### config.mk
export PLATFORM = sky130hd
export DESIGN_NAME = match_sequencer
export DESIGN_NICKNAME = d
export VERILOG_FILES = /design/src/rtl/match_sequencer_pkg.sv /design/src/rtl/match_sequencer_rr_arb2.sv /design/src/rtl/match_sequencer.sv
export SDC_FILE = /design/constraint.sdc
export NUM_CORES = 1
export LEC_CHECK = 0
export BUFFER_PORTS_ARGS = -buffer_cell sky130_fd_sc_hd__clkbuf_2
export CORE_AREA = 2 2 209 211
export CTS_BUF_LIST = sky130_fd_sc_hd__clkbuf_16
export CTS_CLUSTER_SIZE = 30
export DETAILED_ROUTE_END_ITERATION = 12
export DIE_AREA = 0 0 211 213
export PLACE_DENSITY = 0.47
export SLEW_MARGIN = 30
export SYNTH_ARGS = -nofsm -noshare
export SYNTH_HDL_FRONTEND = slang
export SYNTH_HIERARCHICAL = 1
export SYNTH_SLANG_ARGS = --single-unit
### constraint.sdc
create_clock -name nios_clk -period 1.97 [get_ports nios_clk]
set_clock_uncertainty 0.2 [all_clocks]
set_input_delay 0.4925 -clock nios_clk [delete_from_list [all_inputs] [get_ports nios_clk]]
set_output_delay 0.4925 -clock nios_clk [all_outputs]
set_load 0.03 [all_outputs]
### src/rtl/match_sequencer_pkg.sv
// recv_pkg: shared definitions for the receive-side match sequencer.
//   - response code constants returned on cpu_resp_code / net_resp_code
//   - sequencer state enum
//   - network packet field positions and opcodes
package recv_pkg;

    localparam logic [1:0] RESP_MATCH   = 2'b00;
    localparam logic [1:0] RESP_QUEUED  = 2'b01;
    localparam logic [1:0] RESP_TIMEOUT = 2'b11;

    typedef enum logic [2:0] {
        ST_IDLE,
        ST_FIND,
        ST_WAIT,
        ST_INSERT,
        ST_RESP
    } state_t;

    localparam int unsigned OPCODE_HI = 127;
    localparam int unsigned OPCODE_LO = 123;
    localparam logic [4:0]  OP_EAGER  = 5'b10000;
    localparam logic [4:0]  OP_LONG   = 5'b10001;
    localparam int unsigned MATCH_HI  = 103;
    localparam int unsigned MATCH_LO  = 88;

    function automatic logic [15:0] match_field(input logic [127:0] msg);
        return msg[MATCH_HI:MATCH_LO];
    endfunction

endpackage

### src/rtl/match_sequencer_rr_arb2.sv
// rr_arb2: two-requester round-robin arbiter.
//   nios_clk, reset : clock, synchronous active-high reset
//   req[1:0]        : request vector (bit 0 = CPU, bit 1 = network)
//   advance         : commit the current grant into last_grant
//   grant[1:0]      : one-hot grant (combinational)
// last_grant resets to CPU so the network wins the first tie.
module rr_arb2 (
    input  logic       nios_clk,
    input  logic       reset,
    input  logic [1:0] req,
    input  logic       advance,
    output logic [1:0] grant
);
    logic last_grant;

    always_comb begin
        grant = req;
        if (req == 2'b11) begin
            grant = last_grant ? 2'b01 : 2'b10;
        end
    end

    always_ff @(posedge nios_clk) begin
        if (reset) begin
            last_grant <= 1'b0;
        end else if (advance && (grant != 2'b00)) begin
            last_grant <= grant[1];
        end
    end

endmodule

### src/rtl/match_sequencer.sv
// match_sequencer: arbitrates CPU receive requests and network arrivals for
// atomic find-then-insert transactions on the PRQ and UMQ CAMs.
//   CPU side     : cpu_req_valid/ready, cpu_request, cpu_data_ptr,
//                  cpu_resp_valid/code/data
//   network side : net_msg_valid/ready, net_msg, net_resp_valid/code/ptr
//   UMQ          : umq_find/insert strobes, umq_found/not_found/empty, umq_data
//   PRQ          : prq_find/insert strobes, prq_found/not_found/empty, prq_ptr
//   CAM operands : cam_request, cam_data_ptr, cam_message
//   status       : complete_pulse (per MATCH), timeout_err (sticky)
// All outputs are registered; the comb process computes next values.
module match_sequencer
    import recv_pkg::*;
#(
    parameter int unsigned MSG_WIDTH      = 128,
    parameter int unsigned DATA_WIDTH     = 32,
    parameter int unsigned TIMEOUT_CYCLES = 1024,
    parameter int unsigned TMO_W          = 11
) (
    input  logic                  nios_clk,
    input  logic                  reset,
    input  logic                  cpu_req_valid,
    output logic                  cpu_req_ready,
    input  logic [DATA_WIDTH-1:0] cpu_request,
    input  logic [DATA_WIDTH-1:0] cpu_data_ptr,
    output logic                  cpu_resp_valid,
    output logic [1:0]            cpu_resp_code,
    output logic [DATA_WIDTH-1:0] cpu_resp_data,
    input  logic                  net_msg_valid,
    output logic                  net_msg_ready,
    input  logic [MSG_WIDTH-1:0]  net_msg,
    output logic                  net_resp_valid,
    output logic [1:0]            net_resp_code,
    output logic [DATA_WIDTH-1:0] net_resp_ptr,
    output logic                  umq_find,
    output logic                  umq_insert,
    input  logic                  umq_found,
    input  logic                  umq_not_found,
    input  logic                  umq_empty,
    input  logic [DATA_WIDTH-1:0] umq_data,
    output logic                  prq_find,
    output logic                  prq_insert,
    input  logic                  prq_found,
    input  logic                  prq_not_found,
    input  logic                  prq_empty,
    input  logic [DATA_WIDTH-1:0] prq_ptr,
    output logic [DATA_WIDTH-1:0] cam_request,
    output logic [DATA_WIDTH-1:0] cam_data_ptr,
    output logic [MSG_WIDTH-1:0]  cam_message,
    output logic                  complete_pulse,
    output logic                  timeout_err
);
    state_t state_q, state_d;
    logic   gnt_net_q, gnt_net_d;
    logic   skip_q, skip_d;
    logic [TMO_W-1:0] timer_q, timer_d;

    logic [1:0] grant;
    logic       arb_window, arb_advance;

    logic                  cpu_req_ready_d, net_msg_ready_d;
    logic                  cpu_resp_valid_d, net_resp_valid_d;
    logic [1:0]            cpu_resp_code_d, net_resp_code_d;
    logic [DATA_WIDTH-1:0] cpu_resp_data_d, net_resp_ptr_d;
    logic                  umq_find_d, umq_insert_d, prq_find_d, prq_insert_d;
    logic [DATA_WIDTH-1:0] cam_request_d, cam_data_ptr_d;
    logic [MSG_WIDTH-1:0]  cam_message_d;
    logic                  complete_pulse_d, timeout_err_d;

    logic                  resp_fire;
    logic [1:0]            resp_code;
    logic [DATA_WIDTH-1:0] resp_payload;
    logic                  target_empty, verdict_found, verdict_miss;

    // Arbitration runs in IDLE before a grant is pending, and also in RESP so
    // that a waiting requester can be accepted in the cycle right after RESP.
    assign arb_window  = ((state_q == ST_IDLE) && !cpu_req_ready && !net_msg_ready)
                         || (state_q == ST_RESP);
    assign arb_advance = arb_window;

    rr_arb2 u_arb (
        .nios_clk (nios_clk),
        .reset    (reset),
        .req      ({net_msg_valid, cpu_req_valid}),
        .advance  (arb_advance),
        .grant    (grant)
    );

    always_comb begin
        state_d          = state_q;
        gnt_net_d        = gnt_net_q;
        skip_d           = skip_q;
        timer_d          = timer_q;
        cpu_req_ready_d  = 1'b0;
        net_msg_ready_d  = 1'b0;
        cpu_resp_valid_d = 1'b0;
        net_resp_valid_d = 1'b0;
        cpu_resp_code_d  = '0;
        net_resp_code_d  = '0;
        cpu_resp_data_d  = '0;
        net_resp_ptr_d   = '0;
        umq_find_d       = 1'b0;
        umq_insert_d     = 1'b0;
        prq_find_d       = 1'b0;
        prq_insert_d     = 1'b0;
        cam_request_d    = cam_request;
        cam_data_ptr_d   = cam_data_ptr;
        cam_message_d    = cam_message;
        complete_pulse_d = 1'b0;
        timeout_err_d    = timeout_err;
        resp_fire        = 1'b0;
        resp_code        = '0;
        resp_payload     = '0;
        target_empty     = gnt_net_q ? prq_empty     : umq_empty;
        verdict_found    = gnt_net_q ? prq_found     : umq_found;
        verdict_miss     = gnt_net_q ? prq_not_found : umq_not_found;

        // Operands latch on the grant edge so cam_* is stable during the
        // accept cycle in which ready is shown.
        if (arb_window) begin
            if (grant[1]) begin
                net_msg_ready_d = 1'b1;
                cam_message_d   = net_msg;
                gnt_net_d       = 1'b1;
            end else if (grant[0]) begin
                cpu_req_ready_d = 1'b1;
                cam_request_d   = cpu_request;
                cam_data_ptr_d  = cpu_data_ptr;
                gnt_net_d       = 1'b0;
            end
        end

        case (state_q)
            ST_IDLE: begin
                // Accept cycle: the find strobe is registered, so the empty
                // check is made here and remembered for the FIND cycle.
                if (cpu_req_ready || net_msg_ready) begin
                    state_d = ST_FIND;
                    skip_d  = target_empty;
                    timer_d = '0;
                    if (!target_empty) begin
                        if (gnt_net_q) prq_find_d = 1'b1;
                        else           umq_find_d = 1'b1;
                    end
                end
            end
            ST_FIND: begin
                timer_d = timer_q + 1'b1;
                if (skip_q) begin
                    state_d = ST_INSERT;
                    if (gnt_net_q) umq_insert_d = 1'b1;
                    else           prq_insert_d = 1'b1;
                end else begin
                    state_d = ST_WAIT;
                end
            end
            ST_WAIT: begin
                timer_d = timer_q + 1'b1;
                if (verdict_found) begin
                    state_d      = ST_RESP;
                    resp_fire    = 1'b1;
                    resp_code    = RESP_MATCH;
                    resp_payload = gnt_net_q ? prq_ptr : umq_data;
                end else if (verdict_miss) begin
                    state_d = ST_INSERT;
                    if (gnt_net_q) umq_insert_d = 1'b1;
                    else           prq_insert_d = 1'b1;
                end else if (timer_q == TMO_W'(TIMEOUT_CYCLES - 1)) begin
                    state_d       = ST_RESP;
                    resp_fire     = 1'b1;
                    resp_code     = RESP_TIMEOUT;
                    timeout_err_d = 1'b1;
                end
            end
            ST_INSERT: begin
                state_d   = ST_RESP;
                resp_fire = 1'b1;
                resp_code = RESP_QUEUED;
            end
            ST_RESP: begin
                state_d = ST_IDLE;
            end
            default: begin
                state_d = ST_IDLE;
            end
        endcase

        if (resp_fire) begin
            complete_pulse_d = (resp_code == RESP_MATCH);
            if (gnt_net_q) begin
                net_resp_valid_d = 1'b1;
                net_resp_code_d  = resp_code;
                net_resp_ptr_d   = resp_payload;
            end else begin
                cpu_resp_valid_d = 1'b1;
                cpu_resp_code_d  = resp_code;
                cpu_resp_data_d  = resp_payload;
            end
        end
    end

    always_ff @(posedge nios_clk) begin
        if (reset) begin
            state_q        <= ST_IDLE;
            gnt_net_q      <= 1'b0;
            skip_q         <= 1'b0;
            timer_q        <= '0;
            cpu_req_ready  <= 1'b0;
            net_msg_ready  <= 1'b0;
            cpu_resp_valid <= 1'b0;
            net_resp_valid <= 1'b0;
            cpu_resp_code  <= '0;
            net_resp_code  <= '0;
            cpu_resp_data  <= '0;
            net_resp_ptr   <= '0;
            umq_find       <= 1'b0;
            umq_insert     <= 1'b0;
            prq_find       <= 1'b0;
            prq_insert     <= 1'b0;
            cam_request    <= '0;
            cam_data_ptr   <= '0;
            cam_message    <= '0;
            complete_pulse <= 1'b0;
            timeout_err    <= 1'b0;
        end else begin
            state_q        <= state_d;
            gnt_net_q      <= gnt_net_d;
            skip_q         <= skip_d;
            timer_q        <= timer_d;
            cpu_req_ready  <= cpu_req_ready_d;
            net_msg_ready  <= net_msg_ready_d;
            cpu_resp_valid <= cpu_resp_valid_d;
            net_resp_valid <= net_resp_valid_d;
            cpu_resp_code  <= cpu_resp_code_d;
            net_resp_code  <= net_resp_code_d;
            cpu_resp_data  <= cpu_resp_data_d;
            net_resp_ptr   <= net_resp_ptr_d;
            umq_find       <= umq_find_d;
            umq_insert     <= umq_insert_d;
            prq_find       <= prq_find_d;
            prq_insert     <= prq_insert_d;
            cam_request    <= cam_request_d;
            cam_data_ptr   <= cam_data_ptr_d;
            cam_message    <= cam_message_d;
            complete_pulse <= complete_pulse_d;
            timeout_err    <= timeout_err_d;
        end
    end

endmodule
=== After elaboration in Yosys (flattened, before gate mapping) ===
Index checks and enable logic that the tools add are counted.

* Flip-flop bits (word level): 287
* Output and inout port bits: 270
* Logic and storage cells: 102

* $add $sub $neg: 1
* Eq/ne operators: 8
* Mux-type cells: 38
* Bitwise gates (word level): 8
* Reduce and logical (&&, ||, !) cells: 25

{| class="wikitable"
|+ Operators with widths
! cell !! number
|-
| $mux 32 || 3
|-
| $pmux 11 s2 || 1
|-
| $mux 1 || 19
|-
| $mux 3 || 4
|-
| $pmux 3 s4 || 1
|-
| $add 11x1->11 const B || 1
|-
| $eq 11x10->1 const B || 1
|-
| $mux 11 || 1
|-
| $mux 2 || 5
|-
| $reduce_and 2->1 || 5
|-
| $reduce_or 3->1 || 3
|-
| $not 1->1 || 8
|-
| $eq 3x2->1 const B || 2
|-
| $pmux 1 s2 || 3
|-
| $reduce_or 2->1 || 3
|-
| $ne 4x4->1 const B || 1
|-
| $pmux 2 s2 || 1
|-
| $reduce_and 4->1 || 1
|-
| $reduce_bool 2->1 || 2
|-
| $reduce_or 4->1 || 1
|-
| $eq 3x1->1 const B || 1
|-
| $eq 3x3->1 const B || 1
|-
| $logic_and 1x1->1 || 3
|-
| $logic_not 3->1 || 1
|-
| 6 further kinds || 8
|}

=== Longest topological paths before layout ===
Gate-level depths: netlist (run 1).

* Depth in word-level cells: 7
* Mapped depth: 7
* Depth with buffers taken out: 5

=== Modules after synthesis ===
Netlist (run 1), hierarchy kept.

{| class="wikitable"
|+ Modules (own cells, without submodules)
! module !! times used !! cells an instance !! area each (µm²) !! sequential area each (µm²)
|-
| match_sequencer || 1 || 1115 || 9658.0 || 5725.5
|-
| rr_arb2 || 1 || 7 || 65.1 || 20.0
|}

=== Least setup slack after synthesis (run 1) ===
No wires, ideal clock.

* Path type: input-to-reg
* Start: input port reset
* End: register net_resp_ptr[3]
* Setup time: 0.060 ns
* Data arrival time: 1.515 ns
* Data required time: 1.710 ns
* Slack: 0.195 ns
* Cell stages on the path: 6
* Buffers on the path: 2
* Path through: buf_2 -> nor2_2 -> nand2_2 -> nor3_2 -> clkbuf_1 -> and3_1

* Word-level cells in the longest chain between the ends: 1

{| class="wikitable"
|+ Ends and longest elaborated chain
! item !! RTL line !! text
|-
| from (decl) || match_sequencer.sv:20 || <nowiki>input logic reset,</nowiki>
|-
| $reduce_or 3->1 (no source line) || n/a ||
|-
| to (signal assigned) || match_sequencer.sv:236 || <nowiki>net_resp_ptr <= net_resp_ptr_d;</nowiki>
|-
| to (decl) || match_sequencer.sv:33 || <nowiki>output logic [DATA_WIDTH-1:0] net_resp_ptr,</nowiki>
|}

No other way between the ends.
A chain may end at the register's enable or synchronous reset.

=== Final worst setup path (run 1) ===
* Start: input port reset
* End: register cpu_resp_data[4]

* Word-level cells in the longest chain between the ends: 1

{| class="wikitable"
|+ Ends and longest elaborated chain
! item !! RTL line !! text
|-
| $reduce_or 3->1 (no source line) || n/a ||
|-
| to (signal assigned) || match_sequencer.sv:235 || <nowiki>cpu_resp_data <= cpu_resp_data_d;</nowiki>
|-
| to (decl) || match_sequencer.sv:27 || <nowiki>output logic [DATA_WIDTH-1:0] cpu_resp_data,</nowiki>
|}

No other way between the ends.

==> impl_results.md, run 1 <==
* Final setup viols at 0
* Mapped Nets at 1389
* Peak supply drop at 554.3 µV
* HPWL after DPL at 25110 µm
* Initial Util at 22.77%
* Initial antenna violation count at 0
* Drt first pass iters at 5
* Synthesized instance count at 1122
* ANT nets after route at 0
* I/O pins at 536
* Reg2reg start: state_q[2]
* Pleak at 7.724 nW
* Post-Synth Simple-Gate Area at 23.34%
* CP Capture Type: register
* Clock Tree Buf Depth at 3
* Xor/xnor share of the synthesized area at 0.6177%
* Tmin final at 1.951 ns
* Root Driver: clkbuf_16
* Most frequent cells after synthesis: nand2_1 (391), dfxtp_1 (287), a21oi_1 (203), and3_1 (35)
* CP delay by family, top: buffers and inverters
* TritonCTS Sinks at 287
* Setup slack, reg-to-reg at 0.17 ns
* Initial DRC count at 476
* Register area share after synthesis at 59.09%
* Layout cell share with drive strength beyond 1 at 33.54%
* M1 GR Usage at 16.93%
* Part of the power in registers at 36.0%
* Core area at 42700 µm²
* Comb power frac at 32.8%
* Via Count at 10460
* FF-to-FF path depth at 7
* FF+latch count, synth at 287
* Fin nets at 2177
* H-Tree Level Count at 2
* Setup WS pre-CTS at -0.04704 ns
* Worst-margin pin slew at 0.5397 ns
* Total Wirelength at 36450 µm
* Largest family of logic cells by synthesized area: simple AND/OR/NAND/NOR gates
* Number of global-route vias before repair at 10310
* Number of synthesized flops with an enable pin at 0
* Final hold violation count at 0
* Die area at 44940 µm²
* Crit path capture: cpu_resp_data[4]
* Adder-Cell Fraction of Synth Area at 0.1287%
* CP max-delay cell: dlygate4sd3_1
* Complex-gate fraction of the synthesized area at 11.99%
* Design Power at 19.44 mW
* Outcome: finished clean
* HP Class: input port to register
* CTS Buf Count at 34
* Area grow syn2layout at 73.22%
* Layout filler cell count at 4233
* GPL Wtd Cong at 0.7880
* Max stage delay on crit path at 0.56 ns
* Async SR Flop Fraction at 0%
* Library cells used by synthesis at 49
* Worst Path Buf+Inv at 4
* CTS tree: built
* Crit start category: input port
* I/O Buffers at 535
* CP max FO at 16
* Achievable frequency at 0.5126 GHz
* Pint at 12.53 mW
* Synth Cell Area at 9723 µm²
* Vias per cell at 4.221
* DR DRC count at 0
* Sw frac at 35.56%
* Ys Warns at 6
* R2R Path End: cpu_resp_data[4]
* Largest net degree at the start of global routing at 82
* Clk_lat worst skew at 0.52 ns
* Global routing's busiest layer: met2
* Worst Path Required at 2.22 ns
* Die height at 213 µm
* Clock power share at 31.2%
* Max Cap Viol at 0
* Worst EP arrival at 2.20 ns
* Die width at 211 µm
* Crit. Startpoint: reset
* Slew HR at 64.02%
* Syn_area_per_cell at 8.666 µm²
* Gr usage total at 15.17%
* Pins over their slew limit at 0
* Final Cycle Share at 99.02%
* DR WL/cell at 14.71 µm
* Ys flop type: dfxtp_1
* Final worst setup slack at 0.01923 ns
* Global-route wire length before repair at 54390 µm
* Met3 GRT Util at 5.133%
* M2 GR Usage at 27.03%
* Crit-path cells: dlygate4sd3_1 > buf_6 > nor2_4 > nand2_4 > nor4_4 > buf_4 > buf_12 > and2_1
* Crit path depth at 8
* WS Path Type: input port to register
* Leading area contributor after synthesis: dfxtp_1
* Unrepaired setup endpoints after global routing: false
* Leading post-synthesis cells by cell area: dfxtp_1 (59%), nand2_1 (15%), a21oi_1 (10%)
* Switching power at 6.914 mW
* Most frequent cell after synthesis: nand2_1
* Pwr Density at 1154 nW/µm²
* Cell row count at 76
* Ant diodes at 0
* GRT overflow at 0
* Clock slew at reported path FFs at 0.06 ns
* Worst Min Path Start: umq_data[4]
* Synth top area share at 59.09%
* Mux cell area share after synthesis at 0.4375%
cell usage in the layout (no fill, tap or decap), types with 2 or more instances in the layout:
master,count
buf_4,34
nand2_1,391
nor3_2,2
buf_12,16
clkbuf_2,534
nor3b_1,3
a21oi_2,2
clkinvlp_4,2
nor2_1,20
o21ai_1,2
clkinv_1,8
and2_1,34
nor3_1,6
nand3b_1,2
and3_1,34
a211oi_1,2
nor4b_1,2
nand3_1,5
xnor2_1,4
dfxtp_1,287
a21oi_1,203
inv_1,10
nand4_1,3
a31oi_1,4
dlygate4sd3_1,246
bufinv_16,2
clkinv_2,2
mux2i_1,2
a22o_1,3
clkbuf_16,38
layer usage:
layer  vias up  share of wire, %
met1      4793                40
met3        56               7.9
met5         -                 0
met4         0               2.2
met2       383                50
li1       5228                 -
final cells by class:
cell class	instances	area, µm²	share of cell area, %
Clock buffer	37	925.9	5.497
Timing Repair Buffer	832	5747	34.12
Sequential cell	287	5746	34.11
Inverter	3	11.26	0.06686
Multi-Input combinational cell	752	3588	21.31
Clock inverter	21	141.4	0.8395
Tap cell	546	683.2	4.056
cells by family (layout without fill, tap and decap cells):
logic type	count (synthesis)	after routing
AO/OA/AOI/OAI	223	223
XOR/XNOR	6	6
adder cells (fa/ha/maj)	1	1
buffers and inverters	83	893
flip-flops	287	287
multiplexers	3	3
AND/OR/NAND/NOR	519	519
state kept, by name (all words and copies together) (netlist names), 2 cells and up:
signal and count:
timer_q 11, cpu_resp_data 32, cpu_resp_code 2, cam_message 128
net_resp_code 2, cam_request 32, state_q 3, cam_data_ptr 32
net_resp_ptr 32
per-stage QoR:
step	instances	setup TNS, ns	cell area, µm²	utilization [%]	hold slack (ns)
floorplan	1122	0	9723	-	0.2390
global placement	2172	-0.2140	13260	31.06	0.2415
detailed placement	2172	-1.431	13260	31.06	0.2454
CTS	2476	0	16790	39.33	0.0003135
global route	2478	0	16840	39.45	0.009446
finish	2478	0	16840	39.45	0.04043
timing repair:
item | in CTS | in global routing
buffers inserted | 0 | 1
hold endpoints to repair | 248 | 0
resized for setup | 0 | 5
setup endpoints to repair | 0 | 4
hold buffers | 246 | 0
worst min-delay path by stage:
stage                        to  slack, ns  depth (start not counted)
3_5_place_dp    cam_data_ptr[2]       0.25                          2
2_1_floorplan        timer_q[9]       0.24                          1
3_3_place_gp   cam_data_ptr[26]       0.24                          2
4_1_cts        cpu_resp_data[4]     0.0003                          2
5_1_grt        cpu_resp_data[4]      0.009                          2
6_report       cpu_resp_data[4]       0.04                          2
power by group through the flow:
| stage | Clock (mW) | Combinational, mW | Sequential (mW) |
|---|---|---|---|
| finish | 6.07 | 6.37 | 7.00 |
| global route | 6.51 | 6.92 | 7.09 |
| CTS | 6.30 | 6.42 | 7.00 |
| detailed placement | 0 | 6.01 | 7.12 |
| global placement | 0 | 5.99 | 7.09 |
| floorplan | 0 | 2.34 | 8.48 |
No activity file was read; power rests on OpenSTA's default activity.
==> run 2: changes to the inputs <==
- CORE_AREA: 2 2 209 211 -> 2 2 208 210
- DIE_AREA: 0 0 211 213 -> 0 0 210 212
- SYNTH_HIERARCHICAL: 1 -> unset
- TNS_END_PERCENT: unset -> 1
==> run 2 against run 1 <==
Compared with the run above: synthesized area is 0.85% lower; via count is 0.73% lower; die area is 0.94% lower; first-iteration DRC count stayed put; count of clock-buffer cells in the layout is 2 lower; register-to-register slack worse by 0.09 ns; cell count is 0.32% higher; setup slack better by 0.064 ns; clock power is 3% lower; utilization is 0.088 points lower; sequential power is 2% higher; critical path depth is 3 lower.
==> impl_results.md, run 2 <==
* Outcome: finished clean (unchanged)
* Pwr Density at 1198 nW/µm² (was 1154 nW/µm²)
* Leading post-synthesis cells by cell area: dfxtp_1 (59%), nand2_1 (15%), a21oi_1 (10%) (unchanged)
* Reg2reg start: timer_q[1] (was state_q[2])
* DR WL/cell at 14.42 µm (was 14.71 µm)
* Unrepaired setup endpoints after global routing: true (was false)
* CP delay by family, top: simple AND/OR/NAND/NOR gates (was buffers and inverters)
* Peak supply drop at 706.7 µV (was 554.3 µV)
* Slew HR at 37.01% (was 64.02%)
* Max FFs per register at 128 (unchanged)
* Achievable frequency at 0.5301 GHz (was 0.5126 GHz)
* Syn_area_per_cell at 8.600 µm² (was 8.666 µm²)
* Leading area contributor after synthesis: dfxtp_1 (unchanged)
* I/O Buffers at 535 (unchanged)
* Gr usage total at 15.35% (was 15.17%)
* Worst-margin pin slew at 0.9448 ns (was 0.5397 ns)
* Global-route wire length before repair at 54610 µm (was 54390 µm)
* Pins over their slew limit at 0 (unchanged)
* Most frequent cells after synthesis: nand2_1 (392), dfxtp_1 (286), a21oi_1 (201), and2_1 (65), buf_2 (42) (was nand2_1 (391), dfxtp_1 (287), a21oi_1 (203), and3_1 (35))
* Register area share after synthesis at 59.39% (was 59.09%)
* Initial antenna violation count at 6 (was 0)
* Final Cycle Share at 95.76% (was 99.02%)
* Library cells used by synthesis at 48 (was 49)
* DR DRC count at 0 (unchanged)
* FF+latch count, synth at 286 (was 287)
* Root Driver: clkbuf_16 (unchanged)
* Clock slew at reported path FFs at 0.06 ns (about the same)
* Drt first pass iters at 4 (was 5)
* Async SR Flop Fraction at 0% (unchanged)
* CTS Buf Count at 35 (was 34)
* CP max-delay cell: or4_4 (was dlygate4sd3_1)
* GRT overflow at 0 (unchanged)
* Die height at 212 µm (was 213 µm)
* Clock Tree Buf Depth at 3 (unchanged)
* Synthesized instance count at 1121 (was 1122)
* Core area at 42510 µm² (was 42700 µm²)
* Total Wirelength at 35860 µm (was 36450 µm)
* Crit-path cells: ha_2 > and3_1 > nand4_2 > or4_4 > a211oi_2 (was dlygate4sd3_1 > buf_6 > nor2_4 > nand2_4 > nor4_4 > buf_4 > buf_12 > and2_1)
* CP max FO at 5 (was 16)
* Most frequent cells in the layout: clkbuf_2 (534), nand2_1 (392), dfxtp_1 (285), dlygate4sd3_1 (248), a21oi_1 (201) (was clkbuf_2 (534), nand2_1 (391), dfxtp_1 (287), dlygate4sd3_1 (246), a21oi_1 (203))
* CP Capture Type: register (unchanged)
* Max stage delay on crit path at 0.54 ns (was 0.56 ns)
* Area grow syn2layout at 73.54% (was 73.22%)
* Pleak at 7.602 nW (was 7.724 nW)
* Tmin final at 1.886 ns (was 1.951 ns)
* HPWL after DPL at 24850 µm (was 25110 µm)
* Final worst setup slack at 0.08352 ns (was 0.01923 ns)
* Largest net degree at the start of global routing at 86 (was 82)
* Synth Cell Area at 9640 µm² (was 9723 µm²)
* ANT nets after route at 0 (unchanged)
* H-Tree Level Count at 2 (unchanged)
* WS Path Type: register to register (was input port to register)
* GPL Wtd Cong at 0.7462 (was 0.7880)
* Crit start category: register (was input port)
* Ys Warns at 0 (was 6)
* Via Count at 10380 (was 10460)
* Clk_lat worst skew at 0.55 ns (was 0.52 ns)
* Max Cap Viol at 0 (unchanged)
* Ys flop type: dfxtp_1 (unchanged)
* Synth top area share at 59.39% (was 59.09%)
* Worst EP arrival at 2.16 ns (was 2.20 ns)
* Worst Path Required at 2.24 ns (was 2.22 ns)
* I/O pins at 536 (unchanged)
* Post-CTS setup buffers at 0 (unchanged)
* Number of synthesized flops with an enable pin at 0 (unchanged)
* TritonCTS Sinks at 286 (was 287)
* Worst Min Path Start: cpu_request[31] (was umq_data[4])
* Cell row count at 76 (unchanged)
* HP Class: input port to register (unchanged)
* Die area at 44520 µm² (was 44940 µm²)
* Finished Cell Area at 16730 µm² (was 16840 µm²)
* Most frequent cell after synthesis: nand2_1 (unchanged)
* Setup slack, reg-to-reg at 0.08 ns (was 0.17 ns)
* Vias per cell at 4.177 (was 4.221)
* Crit. Startpoint: timer_q[1] (was reset)
* Placed cell area at 13190 µm² (was 13260 µm²)
* Worst Path Buf+Inv at 0 (was 4)
* Initial Util at 22.68% (was 22.77%)
* Fin Setup TNS at 0 ns (unchanged)
* CTS tree: built (unchanged)
* Initial DRC count at 476 (unchanged)
* Number of global-route vias before repair at 10340 (was 10310)
* Top reg by flops: cam_message (unchanged)
* Mapped Nets at 1388 (was 1389)
* Commonest non-fill, non-tap cell in the layout: clkbuf_2 (unchanged)
* Final hold violation count at 0 (unchanged)
* Fin nets at 2181 (was 2177)
* Final setup viols at 0 (unchanged)
* Layout filler cell count at 4287 (was 4233)
* Die width at 210 µm (was 211 µm)
* Setup WS pre-CTS at -0.1443 ns (was -0.04704 ns)
* Layout cell share with drive strength beyond 1 at 33.33% (was 33.54%)
## run 2: worst paths after layout
check	to	cells past startpoint
min reg2reg	cam_message[20]	2
max	cpu_resp_code[0]	5
max reg2reg	cpu_resp_code[0]	5
min	cam_request[31]	3
## run 2: stage by stage
stage	util, %	power (mW)	std cells	hold WS (ns)
2_1_floorplan	-	11.31	1121	0.2393
3_3_place_gp	31.04	13.86	2175	0.2421
3_5_place_dp	31.04	13.92	2175	0.2454
4_1_cts	39.28	20.33	2483	0.0006525
5_1_grt	39.35	21.25	2485	0.007931
6_report	39.36	20.05	2486	0.02680
## run 2: kinds of logic after synthesis
logic type,after synthesis,synth area share (%)
and+or+nand+nor,523,23.69
DFF,286,59.39
AOI/OAI and AO/OA,224,12.17
buffers and inverters,81,3.932
xor gates and xnor gates,4,0.4414
muxes,2,0.2466
adders and majority gates,1,0.1298
## run 2: cell type report
type,count,area (µm²),area share [%]
flip-flops and latches,286,5727,34.23
repair buffers,832,5717,34.17
multi-input cells,754,3555,21.25
clock buffers,35,875.8,5.235
well taps,546,683.2,4.083
clock inverters,26,148.9,0.8900
inverters,5,18.77,0.1122
diodes,2,5.005,0.02992
## run 2: metal layers
layer	vias up	GRT usage, %	wire [µm]
li1	5228	-	-
met1	4675	16.91	14060
met2	395	26.85	17580
met3	78	5.775	3026
met4	8	5.845	1138
met5	-	0	55
## run 2: what timing repair did
action,CTS,global route
setup endpoints to repair,1,12
endpoints found under the hold margin,247,1
hold buffers,247,1
gates resized for setup,1,5
pin swaps,0,0
## run 2: where the power goes
| group | internal (mW) | total [mW] | switching [mW] | leakage (nW) |
|---|---|---|---|---|
| combinational | 2.53 | 7.06 | 4.53 | 4.73 |
| clock | 3.36 | 5.87 | 2.52 | 0.543 |
| sequential | 6.67 | 7.11 | 0.447 | 2.33 |
## run 2: tightest hold or removal path, delay by kind of cell
family	cells	cell delay [ns]
simple gates	1	0.06
compound gates	1	0.05
buf+inv	1	0.11
==> run 3: changes to the inputs <==
- CELL_PAD_IN_SITES_DETAIL_PLACEMENT: unset -> 1
- CELL_PAD_IN_SITES_GLOBAL_PLACEMENT: unset -> 1
- PLACE_DENSITY: 0.47 -> 0.62
==> run 3 against run 2 <==
Compared with the run above: setup slack got worse by 0.066 ns; sequential share of layout area down 0.10 points; highest routed layer unchanged; via count grew 3.9%; count of clock-buffer cells in the layout increased by 2; largest power group unchanged; combinational power hardly changed; global-route usage increased by 2.9 points; critical path type unchanged; register-to-register slack lost 0.07 ns; fmax decreased by 3.4%; utilization rose by 0.14 points; clock power rose by 4.6%; critical path depth is the same.
==> impl_results.md, run 3 (same netlist as run 2, synthesis figures left out) <==
* Outcome: finished clean (unchanged)
* Final Cycle Share at 99.12% (was 95.76%)
* DR DRC count at 0 (unchanged)
* Achievable frequency at 0.5121 GHz (was 0.5301 GHz)
* Via Count at 10790 (was 10380)
* Total Wirelength at 42230 µm (was 35860 µm)
* DR WL/cell at 17.02 µm (was 14.42 µm)
* H-Tree Level Count at 2 (unchanged)
* Initial DRC count at 376 (was 476)
* CTS tree: built (unchanged)
* Peak supply drop at 596.3 µV (was 706.7 µV)
* Final setup viols at 0 (unchanged)
* GPL Wtd Cong at 0.7364 (was 0.7462)
* Largest net degree at the start of global routing at 76 (was 86)
* Core area at 42510 µm² (unchanged)
* Max Cap Viol at 0 (unchanged)
* Post-CTS setup buffers at 0 (unchanged)
* Crit start category: register (unchanged)
* Final worst setup slack at 0.01735 ns (was 0.08352 ns)
* Unrepaired setup endpoints after global routing: true (unchanged)
* Area grow syn2layout at 74.16% (was 73.54%)
* Worst EP arrival at 2.19 ns (was 2.16 ns)
* I/O pins at 536 (unchanged)
* CP Capture Type: register (unchanged)
* Fin nets at 2180 (was 2181)
* Slew HR at 62.34% (was 37.01%)
* Vias per cell at 4.348 (was 4.177)
* Drt first pass iters at 4 (unchanged)
* Die height at 212 µm (unchanged)
* Sw frac at 37.71% (was 37.38%)
* Global-route wire length before repair at 64270 µm (was 54610 µm)
* Comb power frac at 34.7% (was 35.2%)
* Setup WS pre-CTS at -0.05407 ns (was -0.1443 ns)
* Worst hold path cell count at 3 (unchanged)
* Initial Util at 22.68% (unchanged)
* Root Driver: clkbuf_16 (unchanged)
* Switching power at 7.687 mW (was 7.492 mW)
* Commonest non-fill, non-tap cell in the layout: clkbuf_2 (unchanged)
* Pwr Density at 1214 nW/µm² (was 1198 nW/µm²)
* GRT overflow at 0 (unchanged)
* Worst-margin pin slew at 0.5612 ns (was 0.9448 ns)
* Ant diodes at 0 (was 2)
* Cell row count at 76 (unchanged)
* HP Class: input port to register (unchanged)
* HPWL after DPL at 27160 µm (was 24850 µm)
* Design Power at 20.38 mW (was 20.05 mW)
* Max FFs per register at 128 (unchanged)
* Final hold violation count at 0 (unchanged)
* Part of the power in registers at 35.1% (was 35.5%)
* Clock slew at reported path FFs at 0.06 ns (about the same)
* CP max FO at 5 (unchanged)
* Layout filler cell count at 5046 (was 4287)
* Clk_lat worst skew at 0.52 ns (was 0.55 ns)
* Tmin final at 1.953 ns (was 1.886 ns)
* FF-to-FF path depth at 5 (unchanged)
* Worst Path Required at 2.21 ns (was 2.24 ns)
* Most frequent cells in the layout: clkbuf_2 (532), nand2_1 (392), dfxtp_1 (282), dlygate4sd3_1 (252), a21oi_1 (201) (was clkbuf_2 (534), nand2_1 (392), dfxtp_1 (285), dlygate4sd3_1 (248), a21oi_1 (201))
* Die area at 44520 µm² (unchanged)
* Final core utilization at 39.50% (was 39.36%)
* Pint at 12.70 mW (was 12.55 mW)
* Layout cell share with drive strength beyond 1 at 33.32% (was 33.33%)
* I/O Buffers at 535 (unchanged)
* Gr usage total at 18.25% (was 15.35%)
* Pleak at 7.623 nW (was 7.602 nW)
* Clock power share at 30.1% (was 29.3%)
* TritonCTS Sinks at 286 (unchanged)
* Pins over their slew limit at 0 (unchanged)
* Top reg by flops: cam_message (unchanged)
* Clock Tree Buf Depth at 3 (unchanged)
* Die width at 210 µm (unchanged)
* Finished Cell Area at 16790 µm² (was 16730 µm²)
* Placed cell area at 13160 µm² (was 13190 µm²)
* CTS Buf Count at 35 (unchanged)
* ANT nets after route at 0 (unchanged)
* Initial antenna violation count at 3 (was 6)
* WS Path Type: register to register (unchanged)
* Number of global-route vias before repair at 11690 (was 10340)
## run 3: changes by cell type in the layout (fill, tap and decap cells not counted), moves of 3 or more
cell,before,now
inv_6,3,0
dfxtp_2,1,4
dlygate4sd3_1,248,252
buf_4,33,30
dfxtp_1,285,282
## run 3: power by group through the flow
stage / clock [mW] / sequential, mW / combinational [mW]
CTS: 6.35 / 7.14 / 7.10
floorplan: 0 / 8.81 / 2.50
global placement: 0 / 7.20 / 6.55
finish: 6.14 / 7.16 / 7.08
global route: 6.61 / 7.27 / 7.71
detailed placement: 0 / 7.25 / 6.66
## run 3: worst max-delay path: stages, from the launching register on
cell	delay, ns
dfxtp_2	0.36
ha_2	0.20
and3_4	0.19
nand4_4	0.09
or4_4	0.59
a211oi_4	0.22
## run 3: layer usage
metal  vias up  track usage, %  share of wire [%]
met5         -               0              0.064
met3        96           6.174                8.1
li1       5213               -                  -
met4         4           8.633                4.1
met1      5071           19.05                 38
met2       408           32.99                 50
## run 3: metrics by stage
stage | TNS [ns] | hold WS, ns | instances
final | 0 | 0.04319 | 2482
after global routing | -0.2592 | 0.02914 | 2482
after CTS | -0.0004872 | 0.004008 | 2482
after detailed placement | -1.217 | 0.2477 | 2170
after global placement | 0 | 0.2414 | 2170
after floorplan | 0 | 0.2393 | 1121
## run 3: final timing paths
path	endpoint	from	slack (ns)
max	cpu_resp_code[0]	timer_q[0]	0.02
min	cam_message[9]	net_msg[9]	0.04
max reg2reg	cpu_resp_code[0]	timer_q[0]	0.02
min reg2reg	cam_data_ptr[1]	cam_data_ptr[1]	0.25
## run 3: timing repair
action                                  4_1_cts  5_1_grt
hold buffers                                252        0
resized for setup                             4        9
gates cloned                                  0        0
endpoints found under the setup margin        2       48
pin swaps                                     0        2
hold endpoints to repair                    252        0
## run 3: area by class of cell
| class | instances | area, µm² | area share (%) |
|---|---|---|---|
| Sequential cell | 286 | 5731 | 34.13 |
| Timing Repair Buffer | 831 | 5717 | 34.05 |
| Clock inverter | 23 | 145.1 | 0.8644 |
| Multi-Input combinational cell | 754 | 3570 | 21.26 |
| Tap cell | 546 | 683.2 | 4.069 |
| Clock buffer | 37 | 925.9 | 5.515 |
| Inverter | 5 | 18.77 | 0.1118 |
